--- config.mk ---
export PLATFORM = sky130hd
export DESIGN_NAME = alu_mul_sequencer
export DESIGN_NICKNAME = d
export VERILOG_FILES = /design/src/rtl/alu_mul_sequencer_pkg.sv /design/src/rtl/alu_mul_sequencer.sv
export SDC_FILE = /design/constraint.sdc
export NUM_CORES = 1
export LEC_CHECK = 0
export BUFFER_PORTS_ARGS = -buffer_cell sky130_fd_sc_hd__buf_2
export CORE_UTILIZATION = 50
export CTS_BUF_LIST = sky130_fd_sc_hd__clkbuf_2
export DETAILED_ROUTE_END_ITERATION = 6
export GPL_TIMING_DRIVEN = 1
export PLACE_DENSITY = 0.9
export SYNTH_ARGS = -nofsm -noshare
export SYNTH_HDL_FRONTEND = slang
export SYNTH_SLANG_ARGS = --single-unit
--- constraint.sdc ---
create_clock -name clk_i -period 1.7 [get_ports clk_i]
set_input_delay 0.085 -clock clk_i [delete_from_list [all_inputs] [get_ports clk_i]]
set_output_delay 0.085 -clock clk_i [all_outputs]
set_load 0.01 [all_outputs]
--- src/rtl/alu_mul_sequencer_pkg.sv ---
// Shared definitions for the multiply sequencer: ALU opcodes, flag bit positions and FSM states.
// Signed operation is selected by defining ALU_MUL_SIGNED_EN.
package alu_mul_sequencer_pkg;

   localparam logic [3:0] AluAdd = 4'b0000;
   localparam logic [3:0] AluSub = 4'b0001;
   localparam logic [3:0] AluXor = 4'b0100;
   localparam logic [3:0] AluNon = 4'b1111;

   localparam int unsigned FlagS = 3;
   localparam int unsigned FlagZ = 2;
   localparam int unsigned FlagC = 1;
   localparam int unsigned FlagV = 0;

   typedef enum logic [2:0] {
      StIdle,
      StPrepA,
      StPrepB,
      StMul,
      StNegLo,
      StNegHi,
      StNegHi2,
      StFin
   } seq_state_e;

endpackage

--- src/rtl/alu_mul_sequencer.sv ---
// Shift-add 16x16->32 multiplier that borrows the shared ALU while busy; CPU requests pass
// through when idle. Define ALU_MUL_SIGNED_EN for two's-complement operands and product.
module alu_mul_sequencer
   import alu_mul_sequencer_pkg::*;
#(
   parameter int unsigned WIDTH = 16,
   parameter int unsigned CNT_W = 4
) (
   input  logic               clk_i,
   input  logic               rst_ni,
   input  logic [WIDTH-1:0]   cpu_a_i,
   input  logic [WIDTH-1:0]   cpu_b_i,
   input  logic [3:0]         cpu_sel_i,
   output logic               cpu_stall_o,
   input  logic               start_i,
   input  logic [WIDTH-1:0]   op_a_i,
   input  logic [WIDTH-1:0]   op_b_i,
   output logic               busy_o,
   output logic               done_o,
   output logic [2*WIDTH-1:0] prod_o,
   output logic [WIDTH-1:0]   alu_a_o,
   output logic [WIDTH-1:0]   alu_b_o,
   output logic [3:0]         alu_sel_o,
   input  logic [WIDTH-1:0]   alu_res_i,
   input  logic [3:0]         alu_flags_i
);

   seq_state_e         state_q;
   logic [WIDTH-1:0]   m_q, q_q, p_hi_q;
   logic [CNT_W-1:0]   cnt_q;
   logic               busy_q, done_q;
   logic [2*WIDTH-1:0] prod_q;
`ifdef ALU_MUL_SIGNED_EN
   logic               neg_q, lz_q;
`endif

   logic               carry;
   logic [2*WIDTH-1:0] step_d;
   logic               unused_flags;

   assign carry        = alu_flags_i[FlagC];
   assign unused_flags = ^{alu_flags_i[FlagS], alu_flags_i[FlagZ], alu_flags_i[FlagV]};
   // One shift-add step: {carry, sum, multiplier} shifted right by one.
   assign step_d       = {carry, alu_res_i, q_q[WIDTH-1:1]};

   always_comb begin
      alu_a_o   = '0;
      alu_b_o   = '0;
      alu_sel_o = AluNon;
      case (state_q)
         StIdle: begin
            alu_a_o   = cpu_a_i;
            alu_b_o   = cpu_b_i;
            alu_sel_o = cpu_sel_i;
         end
         StMul: begin
            alu_a_o   = p_hi_q;
            alu_b_o   = q_q[0] ? m_q : '0;
            alu_sel_o = AluAdd;
         end
`ifdef ALU_MUL_SIGNED_EN
         StPrepA: begin
            alu_b_o   = m_q;
            alu_sel_o = AluSub;
         end
         StPrepB, StNegLo: begin
            alu_b_o   = q_q;
            alu_sel_o = AluSub;
         end
         StNegHi: begin
            alu_a_o   = p_hi_q;
            alu_b_o   = '1;
            alu_sel_o = AluXor;
         end
         StNegHi2: begin
            alu_a_o   = p_hi_q;
            alu_b_o   = {{(WIDTH-1){1'b0}}, lz_q};
            alu_sel_o = AluAdd;
         end
`endif
         default: ;
      endcase
   end

   always_ff @(posedge clk_i) begin
      if (!rst_ni) begin
         state_q <= StIdle;
         m_q     <= '0;
         q_q     <= '0;
         p_hi_q  <= '0;
         cnt_q   <= '0;
         busy_q  <= 1'b0;
         done_q  <= 1'b0;
         prod_q  <= '0;
`ifdef ALU_MUL_SIGNED_EN
         neg_q   <= 1'b0;
         lz_q    <= 1'b0;
`endif
      end else begin
         case (state_q)
            StIdle: begin
               if (start_i) begin
                  m_q    <= op_a_i;
                  q_q    <= op_b_i;
                  p_hi_q <= '0;
                  cnt_q  <= '0;
                  busy_q <= 1'b1;
`ifdef ALU_MUL_SIGNED_EN
                  neg_q   <= op_a_i[WIDTH-1] ^ op_b_i[WIDTH-1];
                  state_q <= StPrepA;
`else
                  state_q <= StMul;
`endif
               end
            end
`ifdef ALU_MUL_SIGNED_EN
            StPrepA: begin
               if (m_q[WIDTH-1]) m_q <= alu_res_i;
               state_q <= StPrepB;
            end
            StPrepB: begin
               if (q_q[WIDTH-1]) q_q <= alu_res_i;
               state_q <= StMul;
            end
`endif
            StMul: begin
               {p_hi_q, q_q} <= step_d;
               cnt_q         <= cnt_q + 1'b1;
               if (cnt_q == CNT_W'(WIDTH - 1)) begin
`ifdef ALU_MUL_SIGNED_EN
                  state_q <= StNegLo;
`else
                  // Product is loaded here so it is already valid in the DONE cycle.
                  prod_q  <= step_d;
                  done_q  <= 1'b1;
                  state_q <= StFin;
`endif
               end
            end
`ifdef ALU_MUL_SIGNED_EN
            StNegLo: begin
               lz_q <= (q_q == '0);
               if (neg_q) q_q <= alu_res_i;
               state_q <= StNegHi;
            end
            StNegHi: begin
               if (neg_q) p_hi_q <= alu_res_i;
               state_q <= StNegHi2;
            end
            StNegHi2: begin
               prod_q  <= {(neg_q ? alu_res_i : p_hi_q), q_q};
               done_q  <= 1'b1;
               state_q <= StFin;
            end
`endif
            StFin: begin
               done_q  <= 1'b0;
               busy_q  <= 1'b0;
               state_q <= StIdle;
            end
            default: state_q <= StIdle;
         endcase
      end
   end

   assign busy_o      = busy_q;
   assign cpu_stall_o = busy_q;
   assign done_o      = done_q;
   assign prod_o      = prod_q;

endmodule

==> impl_metrics.py <==
metrics = {
    "power": {
        "power_leakage_uw": 0.00257,
        "peakVddDrop_v": 0.000434,
        "power_uw": 4130,
        "power_per_cell_area_nw_per_um2": 740,
    },
    "global_route": {
        "grt_pass1_wl_mm": 18.9,
        "grt_max_degree": 59,
        "track_usage_pct": 28.6,
        "overflow": 0,
        "grt_pass1_vias": 4018,
        "antenna_found_initial": 0,
    },
    "timing": {
        "rsz0062_at_grt": "true",
        "worst_slew_pin_slew_ps": 506,
        "fin_skew_ps": 25.7,
        "setup_tns_ps": -1690,
        "min_period_over_period_pct": 106,
        "slew_headroom_pct": 66.3,
        "finalHoldViolCount": 0,
        "timing.fmax_ghz": 0.555,
        "finalCriticalPeriod_ps": 1800,
        "drv_slew": 0,
        "fin_ws_ps": -101,
        "setup_viol": 31,
    },
    "worst_setup_path": {
        "crit_arrival_ps": 1720,
        "startpoint_type": "flip-flop",
        "rrSetupSlack_ps": 110,
        "max_stage_delay_ps": 430,
        "worstSetupPathType": "flip-flop to output pin",
        "cpMaxStageDelayCell": "dfxtp_4",
        "cpMostUsedCell": "buf_12",
        "critical_path_required_ps": 1620,
        "worst_r2r_path_depth": 6,
        "cp-end-kind": "output pin",
        "crit_path_end": "alu_a_o[10]",
        "r2r_end": "p_hi_q[4]",
        "crit_path_cell_trace": "buf_12, buf_12, mux2i_4, nor2_1, buf_2",
        "r2r-start": "state_q[1]",
        "cp-startpoint": "state_q[1]",
        "cp_max_fo": 8,
    },
    "yosys": {
        "synthTopCellsByCount": "nand2_1 (100), dfxtp_1 (88), mux2i_1 (49), a22o_1 (33), nor2_1 (33)",
        "yosysWarningCount": 0,
        "syn-cell-area_sq_um": 3960,
        "synth_cell_types": 34,
        "syn_area_per_cell_sq_um": 9.20,
        "synth_cells": 430,
        "ys_seq_area_share_pct": 44.5,
        "synth_nets": 522,
        "yosys_register_bits": 88,
        "yosysMostFrequentCell": "nand2_1",
        "synthArstFlopShare_pct": 0,
        "synth.top_cell.area_share_pct": 44.5,
        "synth_ff_type": "dfxtp_1",
        "synthTopCellsByArea": "dfxtp_1 (45%), mux2i_1 (12%), nand2_1 (9.5%), a22o_1 (7.3%), nor2_1 (3.1%)",
        "synth_top_cell_by_area": "dfxtp_1",
        "synth_edf_count": 0,
    },
    "clock_tree": {
        "cts_root_buffer": "clkbuf_2",
        "clock_latency_ps": 550,
        "path_clk_slew_ps": 260,
        "cts_max_level": 3,
        "numCtsBuffers": 9,
        "cts_sinks": 88,
        "cts_tree": "yes",
        "clockBufferDepth": 2,
    },
    "finish": {
        "drive_above_1_share_pct": 34.6,
        "area_growth_pct": 41.1,
        "final_nets": 725,
        "fin_util_pct": 72.6,
        "n_antenna_cell": 0,
    },
    "floorplanning": {
        "coreArea_sq_um": 7690,
        "die-height_um": 91.0,
        "io-pin-count": 162,
        "initial_core_util_pct": 51.5,
        "num_rows": 32,
        "die-area_sq_um": 8270,
        "die_x_um": 91.0,
    },
    "routing": {
        "ant_nets": 0,
        "routed_via_density": 5.42,
        "drc_errors": 0,
        "drt_iter0_drc": 176,
        "routed_wl_mm": 11.8,
        "vias": 4013,
        "post_drt_wl_per_cell_um": 16.0,
        "first_pass_iters": 5,
    },
    "outcome": {
        "status": "finished with violations",
        "violations": "setup timing",
    },
    "placed_design": {
        "dp_worst_setup_slack_ps": 167,
        "io_buffer_count": 158,
        "hpwlAfterDp_mm": 6.81,
        "place_congestion": 0.773,
    },
    "min_path": {
        "hold_path.class": "input port to flip-flop",
    },
    "run": {
        "cap_violations": 0,
    },
}
==> layout by cell type (no fill, tap or decap), types with 11 or more instances in the layout <==
master	n
a21boi_1	11
a22o_1	33
buf_2	157
buf_4	16
dfxtp_1	86
dlygate4sd3_1	48
mux2i_1	45
nand2_1	100
nor2_1	32
nor3_1	18
==> sequential cells by signal, summed over array words and instances, names as in the netlist <==
| register | cells |
|---|---|
| done_o | 1 |
| state_q | 2 |
| busy_o | 1 |
| q_q | 16 |
| prod_o | 32 |
| p_hi_q | 16 |
| m_q | 16 |
| cnt_q | 4 |
==> through the flow <==
step                      hold WS [ps]  cells  instance area [sq um]
after floorplan                    218    430                   3960
after global placement             318    665                   4730
after detailed placement           328    665                   4730
after CTS                         11.6    737                   5510
after global routing              21.9    740                   5580
final                             42.7    740                   5580
==> cell type report <==
class | instances | area (sq um)
timing repair buffer | 231 | 1580
clock buffer | 9 | 45.0
multi-input combinational | 302 | 1980
inverter | 1 | 7.51
tap | 102 | 128
clock inverter | 7 | 76.3
fill | 533 | 2100
sequential | 88 | 1770
==> layer usage <==
metal | wire length (um) | GRT usage (%)
met1 | 4700 | 32.6
met2 | 5790 | 50.8
met3 | 1050 | 7.20
met4 | 265 | 12.2
met5 | 0 | 0
==> cell families (layout without fill, tap and decap cells) <==
| group | Yosys count | after routing | share of synthesized area, % |
|---|---|---|---|
| buffers and inverters | 41 | 248 | 6.89 |
| adder cells (fa/ha/maj) | 1 | 1 | 0.316 |
| AO/OA/AOI/OAI | 84 | 84 | 17.5 |
| AND/OR/NAND/NOR | 167 | 168 | 18.4 |
| multiplexers | 49 | 49 | 12.4 |
| flip-flops | 88 | 88 | 44.5 |
==> timing repair <==
action                                 in CTS  in global routing
pin swaps                                  24                  9
resized for setup                          22                 11
gates cloned                                4                  0
setup buffers                               4                  3
setup endpoints to repair                  36                 50
hold buffers                               48                  0
endpoints found under the hold margin      64                  0
==> critical path: cells and delay by family (launching register included) <==
kind,cells,cell delay (ps)
muxes,1,240
buffers and inverters,3,430
and+or+nand+nor,1,50
DFF,1,430
==> power by group <==
part | internal, uW | switching [uW] | leakage (uW) | total (uW)
Sequential | 2150 | 64.9 | 0.000719 | 2210
Combinational | 431 | 377 | 0.00178 | 808
Clock | 354 | 755 | 0.0000709 | 1110
==> worst min path at each step <==
stage | startpoint | endpoint | slack [ps] | cells past startpoint
6_report | op_b_i[6] | q_q[6] | 40 | 4
2_1_floorplan | alu_res_i[11] | p_hi_q[10] | 220 | 1
4_1_cts | start_i | busy_o | 10 | 4
3_5_place_dp | alu_res_i[13] | p_hi_q[12] | 330 | 2
3_3_place_gp | alu_res_i[12] | p_hi_q[11] | 320 | 2
5_1_grt | op_b_i[6] | q_q[6] | 20 | 4
Note: power is estimated with default switching activity, not from simulation.
